## src/rtl/pio_cmd_arbiter_if.sv

```systemverilog
`default_nettype none
// ============================================================================
// Module      : pio_cmd_arbiter_if
// Description : Requester command bundle, PIO command bus and PULL response
//               channel shared by the sequencers, the arbiter and the pio.
// Revision    : 1.0 - initial release
// ============================================================================
interface pio_cmd_arbiter_if #(
    parameter int NREQ = 4
);
    logic [NREQ-1:0]    req;
    logic [NREQ-1:0]    req_lock;
    logic [2*NREQ-1:0]  req_mindex;
    logic [6*NREQ-1:0]  req_action;
    logic [32*NREQ-1:0] req_din;
    logic [5*NREQ-1:0]  req_index;
    logic [NREQ-1:0]    gnt;

    logic [1:0]         pio_mindex;
    logic [5:0]         pio_action;
    logic [31:0]        pio_din;
    logic [4:0]         pio_index;
    logic [31:0]        pio_dout;
    logic [3:0]         tx_full;
    logic [3:0]         rx_empty;

    logic               rsp_valid;
    logic [1:0]         rsp_id;
    logic [31:0]        rsp_data;

    // The master side is the environment: requesters plus the pio instance.
    modport master (
        output req, req_lock, req_mindex, req_action, req_din, req_index,
        input  gnt,
        input  pio_mindex, pio_action, pio_din, pio_index,
        output pio_dout, tx_full, rx_empty,
        input  rsp_valid, rsp_id, rsp_data
    );

    modport slave (
        input  req, req_lock, req_mindex, req_action, req_din, req_index,
        output gnt,
        output pio_mindex, pio_action, pio_din, pio_index,
        input  pio_dout, tx_full, rx_empty,
        output rsp_valid, rsp_id, rsp_data
    );
endinterface
`default_nettype wire

```

## src/rtl/pio_cmd_arbiter.sv

```systemverilog
`default_nettype none
// ============================================================================
// Module      : pio_cmd_arbiter
// Description : Round-robin arbiter with lock sharing one PIO command bus,
//               with FIFO-aware throttling and routed PULL responses.
// Revision    : 1.0 - initial release
// ============================================================================
module pio_cmd_arbiter #(
    parameter int         NREQ     = 4,
    parameter logic [5:0] PUSH_ACT = 6'd4,
    parameter logic [5:0] PULL_ACT = 6'd5
) (
    input  wire logic        clk_25mhz,
    input  wire logic        reset,
    pio_cmd_arbiter_if.slave bus
);
    localparam int             IDW       = (NREQ > 2) ? 2 : 1;
    localparam logic [IDW-1:0] c_last_id = IDW'(NREQ - 1);

    logic [5:0]      w_act [NREQ];
    logic [1:0]      w_mi  [NREQ];
    logic [31:0]     w_din [NREQ];
    logic [4:0]      w_idx [NREQ];
    logic [NREQ-1:0] w_elig;

    logic [1:0]      r_mindex;
    logic [5:0]      r_action;
    logic [31:0]     r_din;
    logic [4:0]      r_index;
    logic [IDW-1:0]  r_last_grant;
    logic            r_lock_valid;
    logic [IDW-1:0]  r_lock_id;
    logic            r_p0_valid;
    logic [IDW-1:0]  r_p0_id;
    logic            r_p1_valid;
    logic [IDW-1:0]  r_p1_id;
    logic            r_rsp_valid;
    logic [IDW-1:0]  r_rsp_id;
    logic [31:0]     r_rsp_data;

    logic            w_lock_hold;
    logic            w_win_valid;
    logic [IDW-1:0]  w_win_id;
    logic [IDW-1:0]  w_cand;
    int              w_pos;
    logic [NREQ-1:0] w_gnt;

    for (genvar gi = 0; gi < NREQ; gi++) begin : g_req
        logic w_push_blk;
        logic w_pull_blk;

        assign w_act[gi] = bus.req_action[6*gi +: 6];
        assign w_mi[gi]  = bus.req_mindex[2*gi +: 2];
        assign w_din[gi] = bus.req_din[32*gi +: 32];
        assign w_idx[gi] = bus.req_index[5*gi +: 5];

        // The FIFO flags lag one cycle behind the bus, so a matching command
        // already on the bus counts as filling/draining that FIFO.
        assign w_push_blk = (w_act[gi] == PUSH_ACT) &&
                            (bus.tx_full[w_mi[gi]] ||
                             ((r_action == PUSH_ACT) && (r_mindex == w_mi[gi])));
        assign w_pull_blk = (w_act[gi] == PULL_ACT) &&
                            (bus.rx_empty[w_mi[gi]] ||
                             ((r_action == PULL_ACT) && (r_mindex == w_mi[gi])));

        assign w_elig[gi] = bus.req[gi] & ~(w_push_blk | w_pull_blk);
    end

    always_comb begin
        w_win_valid = 1'b0;
        w_win_id    = '0;
        w_cand      = '0;
        w_pos       = 0;
        w_lock_hold = r_lock_valid && bus.req[r_lock_id];
        if (w_lock_hold) begin
            // A blocked lock holder stalls the bus rather than yield it.
            w_win_valid = w_elig[r_lock_id];
            w_win_id    = r_lock_id;
        end else begin
            // Walk backwards so the nearest requester after last_grant wins.
            for (int k = NREQ; k >= 1; k--) begin
                w_pos = int'(r_last_grant) + k;
                if (w_pos >= NREQ) begin
                    w_pos = w_pos - NREQ;
                end
                w_cand = IDW'(w_pos);
                if (w_elig[w_cand]) begin
                    w_win_valid = 1'b1;
                    w_win_id    = w_cand;
                end
            end
        end
    end

    always_comb begin
        w_gnt = '0;
        if (w_win_valid && !reset) begin
            w_gnt[w_win_id] = 1'b1;
        end
    end

    always_ff @(posedge clk_25mhz) begin
        if (reset) begin
            r_mindex     <= '0;
            r_action     <= '0;
            r_din        <= '0;
            r_index      <= '0;
            r_last_grant <= c_last_id;
            r_lock_valid <= 1'b0;
            r_lock_id    <= '0;
            r_p0_valid   <= 1'b0;
            r_p0_id      <= '0;
            r_p1_valid   <= 1'b0;
            r_p1_id      <= '0;
            r_rsp_valid  <= 1'b0;
            r_rsp_id     <= '0;
            r_rsp_data   <= '0;
        end else begin
            if (w_win_valid) begin
                r_mindex     <= w_mi[w_win_id];
                r_action     <= w_act[w_win_id];
                r_din        <= w_din[w_win_id];
                r_index      <= w_idx[w_win_id];
                r_last_grant <= w_win_id;
                r_lock_valid <= bus.req_lock[w_win_id];
                r_lock_id    <= w_win_id;
            end else begin
                r_action <= '0;
                if (r_lock_valid && !bus.req[r_lock_id]) begin
                    r_lock_valid <= 1'b0;
                end
            end

            // PULL tracking: p0 aligns with the bus cycle, p1 with pio_dout.
            r_p0_valid  <= w_win_valid && (w_act[w_win_id] == PULL_ACT);
            r_p0_id     <= w_win_id;
            r_p1_valid  <= r_p0_valid;
            r_p1_id     <= r_p0_id;
            r_rsp_valid <= r_p1_valid;
            if (r_p1_valid) begin
                r_rsp_id   <= r_p1_id;
                r_rsp_data <= bus.pio_dout;
            end
        end
    end

    assign bus.gnt        = w_gnt;
    assign bus.pio_mindex = r_mindex;
    assign bus.pio_action = r_action;
    assign bus.pio_din    = r_din;
    assign bus.pio_index  = r_index;
    assign bus.rsp_valid  = r_rsp_valid;
    assign bus.rsp_id     = 2'(r_rsp_id);
    assign bus.rsp_data   = r_rsp_data;

endmodule
`default_nettype wire

```

## src/flat_wrapper.sv

```systemverilog
// flat-port wrapper written by rule: the top's interface ports become plain ports
module pio_cmd_arbiter_flat 
#(
    parameter int         NREQ     = 4,
    parameter logic [5:0] PUSH_ACT = 6'd4,
    parameter logic [5:0] PULL_ACT = 6'd5
)
  (clk_25mhz, reset, bus_req, bus_req_lock, bus_req_mindex, bus_req_action, bus_req_din, bus_req_index, bus_gnt, bus_pio_mindex, bus_pio_action, bus_pio_din, bus_pio_index, bus_pio_dout, bus_tx_full, bus_rx_empty, bus_rsp_valid, bus_rsp_id, bus_rsp_data);
  pio_cmd_arbiter_if #(.NREQ(NREQ)) bus_i ();
  input  wire logic clk_25mhz;
  input  wire logic reset;
  input wire logic [$bits(bus_i.req)-1:0] bus_req;
  input wire logic [$bits(bus_i.req_lock)-1:0] bus_req_lock;
  input wire logic [$bits(bus_i.req_mindex)-1:0] bus_req_mindex;
  input wire logic [$bits(bus_i.req_action)-1:0] bus_req_action;
  input wire logic [$bits(bus_i.req_din)-1:0] bus_req_din;
  input wire logic [$bits(bus_i.req_index)-1:0] bus_req_index;
  output wire logic [$bits(bus_i.gnt)-1:0] bus_gnt;
  output wire logic [$bits(bus_i.pio_mindex)-1:0] bus_pio_mindex;
  output wire logic [$bits(bus_i.pio_action)-1:0] bus_pio_action;
  output wire logic [$bits(bus_i.pio_din)-1:0] bus_pio_din;
  output wire logic [$bits(bus_i.pio_index)-1:0] bus_pio_index;
  input wire logic [$bits(bus_i.pio_dout)-1:0] bus_pio_dout;
  input wire logic [$bits(bus_i.tx_full)-1:0] bus_tx_full;
  input wire logic [$bits(bus_i.rx_empty)-1:0] bus_rx_empty;
  output wire logic [$bits(bus_i.rsp_valid)-1:0] bus_rsp_valid;
  output wire logic [$bits(bus_i.rsp_id)-1:0] bus_rsp_id;
  output wire logic [$bits(bus_i.rsp_data)-1:0] bus_rsp_data;
  assign bus_i.req = bus_req;
  assign bus_i.req_lock = bus_req_lock;
  assign bus_i.req_mindex = bus_req_mindex;
  assign bus_i.req_action = bus_req_action;
  assign bus_i.req_din = bus_req_din;
  assign bus_i.req_index = bus_req_index;
  assign bus_gnt = bus_i.gnt;
  assign bus_pio_mindex = bus_i.pio_mindex;
  assign bus_pio_action = bus_i.pio_action;
  assign bus_pio_din = bus_i.pio_din;
  assign bus_pio_index = bus_i.pio_index;
  assign bus_i.pio_dout = bus_pio_dout;
  assign bus_i.tx_full = bus_tx_full;
  assign bus_i.rx_empty = bus_rx_empty;
  assign bus_rsp_valid = bus_i.rsp_valid;
  assign bus_rsp_id = bus_i.rsp_id;
  assign bus_rsp_data = bus_i.rsp_data;
  pio_cmd_arbiter #(.NREQ(NREQ), .PUSH_ACT(PUSH_ACT), .PULL_ACT(PULL_ACT)) u_core (.clk_25mhz(clk_25mhz), .reset(reset), .bus(bus_i));
endmodule
```

## config.mk

```make
export PLATFORM = sky130hd
export DESIGN_NAME = pio_cmd_arbiter_flat
export DESIGN_NICKNAME = d
export VERILOG_FILES = /design/src/rtl/pio_cmd_arbiter_if.sv /design/src/rtl/pio_cmd_arbiter.sv /design/src/flat_wrapper.sv
export SDC_FILE = /design/constraint.sdc
export NUM_CORES = 1
export LEC_CHECK = 0
export CAP_MARGIN = 30
export CELL_PAD_IN_SITES_DETAIL_PLACEMENT = 0
export CELL_PAD_IN_SITES_GLOBAL_PLACEMENT = 2
export CORE_ASPECT_RATIO = 0.6
export CORE_MARGIN = 2
export CORE_UTILIZATION = 31
export CTS_CLUSTER_DIAMETER = 80
export CTS_CLUSTER_SIZE = 12
export DETAILED_ROUTE_END_ITERATION = 12
export DONT_BUFFER_PORTS = 1
export PLACE_DENSITY = 0.84
export SETUP_SLACK_MARGIN = 0.02
export SLEW_MARGIN = 20
export SYNTH_ARGS = -nofsm -noshare
export SYNTH_HDL_FRONTEND = slang
export SYNTH_SLANG_ARGS = --single-unit
export TNS_END_PERCENT = 50
```

## constraint.sdc

```tcl
create_clock -name clk_25mhz -period 2.9 [get_ports clk_25mhz]
set_clock_uncertainty 0.05 [all_clocks]
set_input_delay 0.29 -clock clk_25mhz [delete_from_list [all_inputs] [get_ports clk_25mhz]]
set_output_delay 0.29 -clock clk_25mhz [all_outputs]
set_load 0.05 [all_outputs]
```

# [Word level (Yosys, flattened, before mapping)]
# Index checks and enable logic that the tools add are counted.
[word_totals] word_cells=165 romBits=0 reg_bits=91 memories=0 inputBits=230 ram_bits=0 out_inout_bits=84 latch_bits=0
[classes] n_mux=65 n_addsub=8 bitwise=14 n_shift=0 multipliers=0 eq_ne=15 n_lt_le_gt_ge=16 div=0 reduce_logical=33
[ops] op="equality test 6 x 3 -> 1 bit, second input constant" n=11
[ops] op="binary-select mux 32 bit (select 2 bit)" n=1
[ops] op="two-way mux 32 bit" n=2
[ops] op="binary-select mux 1 bit (select 2 bit)" n=15
[ops] op="less-than comparator 2 x 3 -> 1 bit, second input constant" n=10
[ops] op="two-way mux 2 bit" n=15
[ops] op="two-way mux 1 bit" n=23
[ops] op="logical AND 1 bit" n=21
[ops] op="binary-select mux 6 bit (select 2 bit)" n=1
[ops] op=">= comparator 3 bit, second input constant" n=4
[ops] op="two-way mux 6 bit" n=2
[ops] op="binary-select mux 5 bit (select 2 bit)" n=1
[ops] op="two-way mux 5 bit" n=2
[ops] op="equality test 2 bit" n=4
[ops] op="logical OR 1 bit" n=8
[ops] op="subtractor 2 x 1 -> 2 bit, second input constant" n=4
[ops] op="adder 2 x 2 -> 3 bit, second input constant" n=2
[ops] op="inverter 1 bit" n=5
[ops] op="adder 2 x 3 -> 4 bit, second input constant" n=1
[ops] op="bitwise AND 1 bit" n=4
[ops] op="binary-select mux 2 bit (select 2 bit)" n=1
[ops] op=">= comparator 4 x 3 -> 1 bit, second input constant" n=1
[ops] op="two-way mux 4 bit" n=1
[ops] op="bitwise OR 1 bit" n=4
[ops] op="other kinds (7)" n=8

# [Depth between registers and ports, before layout]
[depth] word_depth=20 depth_mapped=14 mapped_depth_nobuf=10

# [Worst setup path after synthesis]
# No wires, ideal clock.
[synth_timing] path_type="reg2out" start="register u_core.r_action[2] (netlist: u_core.bus.pio_action[2])" end="output port bus_gnt[2]" n_path_buf=4 stages_incl_launch_ff=12 path_slack_ps=-1680 required_ps=2560 t_arrival_ps=4240 path_cell_list="dfxtp_1 or4b_1 buf_2 nor3_2 a21oi_1 o311ai_1 a21oi_1 a311o_1 buf_6 buf_6 buf_2 nor4_1"
[synth_between] elab_chain_cells=19 word_cells_on_any_way=65 classes_between="order compare (2); eq/ne (2); mux (23); bitwise (12); reduce/logical (26)"
[synth_lines] element="start: declaration" line_no="pio_cmd_arbiter.sv:27" source="logic [5:0] r_action;"
[synth_lines] element="start signal: assignment" line_no="pio_cmd_arbiter.sv:121" source="r_action <= w_act[w_win_id];"
[synth_lines] element="equality test 6 x 3 -> 1 bit (on tied branches)" line_no="pio_cmd_arbiter.sv:61, pio_cmd_arbiter.sv:64"
[synth_lines] element="logical AND 1 bit (on tied branches)" line_no="pio_cmd_arbiter.sv:61, pio_cmd_arbiter.sv:64"
[synth_lines] element="logical OR 1 bit (on tied branches)" line_no="pio_cmd_arbiter.sv:60, pio_cmd_arbiter.sv:63"
[synth_lines] element="logical AND 1 bit (on tied branches)" line_no="pio_cmd_arbiter.sv:59, pio_cmd_arbiter.sv:62"
[synth_lines] element="bitwise OR 1 bit" line_no="pio_cmd_arbiter.sv:66" source="assign w_elig[gi] = bus.req[gi] & ~(w_push_blk | w_pull_blk);"
[synth_lines] element="inverter 1 bit" line_no="pio_cmd_arbiter.sv:66"
[synth_lines] element="bitwise AND 1 bit" line_no="pio_cmd_arbiter.sv:66"
[synth_lines] element="binary-select mux 1 bit (select 2 bit)" line_no="pio_cmd_arbiter.sv:87" source="if (w_elig[w_cand]) begin"
[synth_lines] element="two-way mux 1 bit (implied by the code)" line_no="pio_cmd_arbiter.sv:87"
[synth_lines] element="two-way mux 2 bit (4 in a row)" line_no="pio_cmd_arbiter.sv:87"
[synth_lines] element="two-way mux 2 bit" line_no="pio_cmd_arbiter.sv:75" source="if (w_lock_hold) begin"
[synth_lines] element="less-than comparator 2 x 3 -> 1 bit (implied by the code) / >= comparator 2 x 1 -> 1 bit (equally long branches)" line_no="pio_cmd_arbiter.sv:98" source="w_gnt[w_win_id] = 1'b1;"
[synth_lines] element="logical AND 1 bit (implied by the code)" line_no="pio_cmd_arbiter.sv:98"
[synth_lines] element="two-way mux 1 bit (implied by the code)" line_no="pio_cmd_arbiter.sv:98"
[synth_lines] element="demux 1 bit (select 2 bit)"
[synth_lines] element="two-way mux 4 bit *" line_no="pio_cmd_arbiter.sv:97" source="if (w_win_valid && !reset) begin"
[synth_lines] element="end: declaration" line_no="flat_wrapper.sv:18" source="output wire logic [$bits(bus_i.gnt)-1:0] bus_gnt;"
# Mark *: on every way between the ends. The rest lies on a longest branch, timed or not. The select of a mux whose other input is x is not followed.

# [Worst setup path after layout]
# Same ends and word-level chain as after synthesis.

==> reports/results.txt <==
1st-iter DRT viols: 255
most frequent cells in the layout: 87 x mux2i_1, 82 x dfxtp_1, 48 x nor2_1
area of the die: 17520 um^2
vias post-DR: 4305
CP arrival: 3.20 ns
worst skew pair latency: 0.34 ns
# rows: 36
Slew HR: 62.75%
DR WL/cell: 20.74 um
Remaining Overflow, GRT: 0
crit path from: u_core.bus.pio_action[2]
Max Slew Vio Count: 0
Synth Warn #: 0
MaxCap Viol Count: 0
slowest CP cell: mux4_2
initial antenna violation count: 0
Syn Inst Count: 523
clock share of power: 20.9%
Comb pwr share: 41.4%
Mapped Avg Cell Area: 9.749 um^2
Yosys reg bits: 91
endpoints failing hold: 0
Max VDD drop: 351.9 uV
fin worst setup slack: -0.6355 ns
gpl congestion: 0.9052
status: complete, but fails checks
critical path's largest stage delay: 0.44 ns
Final Util: 41.69%
fin crit share: 121.9%
DR pass1 iterations: 4
layout cells sized above 1: 21.85%
CORE AREA: 16170 um^2
Hold Path Class: input port to register
Initial Util: 31.53%
RSZ-0062 raised after global routing: true
drt via density: 5.354
sequential share of the synthesized area: 35.73%
Final min period: 3.536 ns
most common cell after layout, fill and taps aside: mux2i_1
TritonCTS buffer count: 9
final-stage net count: 820
diode count: 0
post-synthesis net count: 753
Critical Path Sink Type: output port
clock-pin slew on the worst setup and hold paths: 0.08 ns
die height: 103.3 um
FF-to-FF End: u_core.r_p0_valid
Pleak: 2.837 nW
Peak Freq: 0.2828 GHz
FF-to-FF setup slack: -0.62 ns
CP Max Fanout: 7
boundary pin count: 314
Sw Pwr: 2.627 mW
CTS tree: done
Int Power: 3.524 mW
Detailed Place HPWL: 12350 um
largest net degree at the start of global routing: 55
CP required: 2.56 ns
CTS H-tree lvls: 3
Critical R2R Launch: u_core.bus.pio_action[5]
worst setup path endpoint: bus_gnt[2]
CP most frequent cell: buf_6
Root Buffer: clkbuf_16
vias in the first global route: 4116
Residual DRC: 0
Switching Fraction: 42.71%
total track usage: 17.65%
Setup WS pre-CTS: -0.5644 ns
Routed Antenna Nets: 0
DP Cell Count: 735
Final Non-Filler Cells: 804
fill count: 1513
number of buffers on the longest clock path: 2
startpoint types: register
first-pass GRT wire length: 23600 um
Sequential Power Share: 37.7%
Distinct cells, synth: 47
Layout area overhead: 32.22%
Die X-Extent: 169.6 um
I/O Buffers: 0
Slew @ Worst Pin: 0.5579 ns
Critical Path, Cell by Cell: or4b_4 -> buf_6 -> nor4_2 -> o211ai_1 -> nand3_1 -> buf_4 -> mux4_2 -> nor2b_4 -> a21o_4 -> buf_6 -> nor4_4 -> buf_12
failing checks: setup timing
Mapped Area: 5099 um^2
Setup-failing EPs final: 54
final WL: 16680 um
clock net sink count: 91
Worst Setup Path Type: register to output port
multi-input logic area: 3233 um^2
R2R depth: 15
Sequential cell area: 1848 um^2
Power Density: 912.5 nW/um^2
per-layer routing:
metal  part of all wire (%)  GRT usage, %  up-vias
met3                    8.9         6.393       10
met2                     46         28.04      182
met4                   0.78         4.208        0
met1                     44         23.10     2071
li1                       -             -     2042
met5                      0             0        -
registers in the layout, indices dropped and copies added (netlist names):
register,cells
u_core.bus.pio_action,6
u_core.bus.pio_din,32
u_core.bus.pio_index,5
u_core.bus.pio_mindex,2
u_core.bus.rsp_data,32
u_core.bus.rsp_id,2
u_core.bus.rsp_valid,1
u_core.r_last_grant,2
u_core.r_lock_id,2
u_core.r_lock_valid,1
u_core.r_p0_id,2
u_core.r_p0_valid,1
u_core.r_p1_id,2
u_core.r_p1_valid,1
worst min path at each step:
| stage | from | end | slack (ns) | cells after the start |
|---|---|---|---|---|
| global route | bus_req_index[10] | u_core.bus.pio_index[0] | 0.19 | 3 |
| finish | bus_req_din[84] | u_core.bus.pio_din[20] | 0.18 | 3 |
| global placement | reset | u_core.bus.pio_action[2] | 0.31 | 1 |
| floorplan | reset | u_core.bus.pio_action[2] | 0.30 | 1 |
| CTS | reset | u_core.r_lock_id[0] | -0.06 | 1 |
| detailed placement | reset | u_core.bus.pio_action[2] | 0.31 | 1 |
critical path, delay by kind of cell, from the launching register on:
| family | cells | cell delay (ns) |
|---|---|---|
| flip-flops | 1 | 0.34 |
| buffers and inverters | 4 | 0.63 |
| AO/OA/AOI/OAI | 2 | 0.55 |
| multiplexers | 1 | 0.44 |
| AND/OR/NAND/NOR | 5 | 0.88 |
kinds of logic after synthesis:
| group | synth area share (%) |
|---|---|
| muxes | 31.21 |
| and+or+nand+nor | 12.27 |
| AOI/OAI and AO/OA | 14.55 |
| DFF | 35.73 |
| buffers and inverters | 4.859 |
| xor gates and xnor gates | 1.374 |
cells in the mapped netlist (all sizes together):
cell type,instances,area (um^2)
nor2b,6,37.54
nor3b,2,15.01
and2b,1,7.510
nand2,46,172.7
and3,2,12.51
buf,24,172.7
a22o,39,341.6
o311ai,1,8.760
mux2,41,465.4
nand3,1,5.000
nor4,6,37.54
xor2,8,70.07
o2111ai,1,8.760
o21ai,41,205.2
or3,1,6.260
nand2b,4,25.02
a311o,1,10.01
a41oi,1,8.760
nor3,3,20.02
o31ai,2,20.02
a21o,1,7.510
or4,2,15.01
mux2i,90,900.9
inv,2,7.510
or4b,2,20.02
a21oi,9,45.04
o31a,1,8.760
nor4b,1,8.760
a211oi,3,22.52
nor2,50,190.2
mux4,10,225.2
o311a,2,20.02
and4,1,8.760
a2111oi,1,27.53
o211ai,1,7.510
clkbuf,18,67.56
and2,6,37.54
or2,1,6.260
dfxtp,91,1822
timing repair:
action,CTS,global route
pin swaps,12,5
setup buffers,10,0
setup endpoints to repair,55,57
hold buffers,38,1
hold endpoints to repair,46,8
gates cloned,3,0
resized for setup,24,6
power groups by stage:
stage / Clock, mW / Sequential, mW / Combinational (mW)
after detailed placement: 0 / 2.34 / 2.18
after global placement: 0 / 2.35 / 2.14
final: 1.29 / 2.32 / 2.54
after floorplan: 0 / 2.38 / 1.67
after global routing: 1.37 / 2.35 / 2.73
after CTS: 1.32 / 2.33 / 2.54
per-stage QoR:
stage                     hold WS (ns)  total power, mW  TNS, ns  instance area, um^2
final                           0.1824            6.152   -26.00                 6741
after detailed placement        0.3117            4.528   -22.66                 5697
after CTS                     -0.06102            6.180   -27.87                 6690
after global routing            0.1886            6.456   -33.34                 6741
after global placement          0.3097            4.490   -20.34                 5697
after floorplan                 0.2976            4.058   -9.744                 5283
final cells by class:
class                      count  area share (%)
multi-input combinational    388           47.96
clock inverter                 6           1.114
inverter                       2          0.1114
clock buffer                  10           3.712
timing repair buffer          98           15.81
tap                          209           3.879
sequential                    91           27.41
No activity file was read; power rests on OpenSTA's default activity.
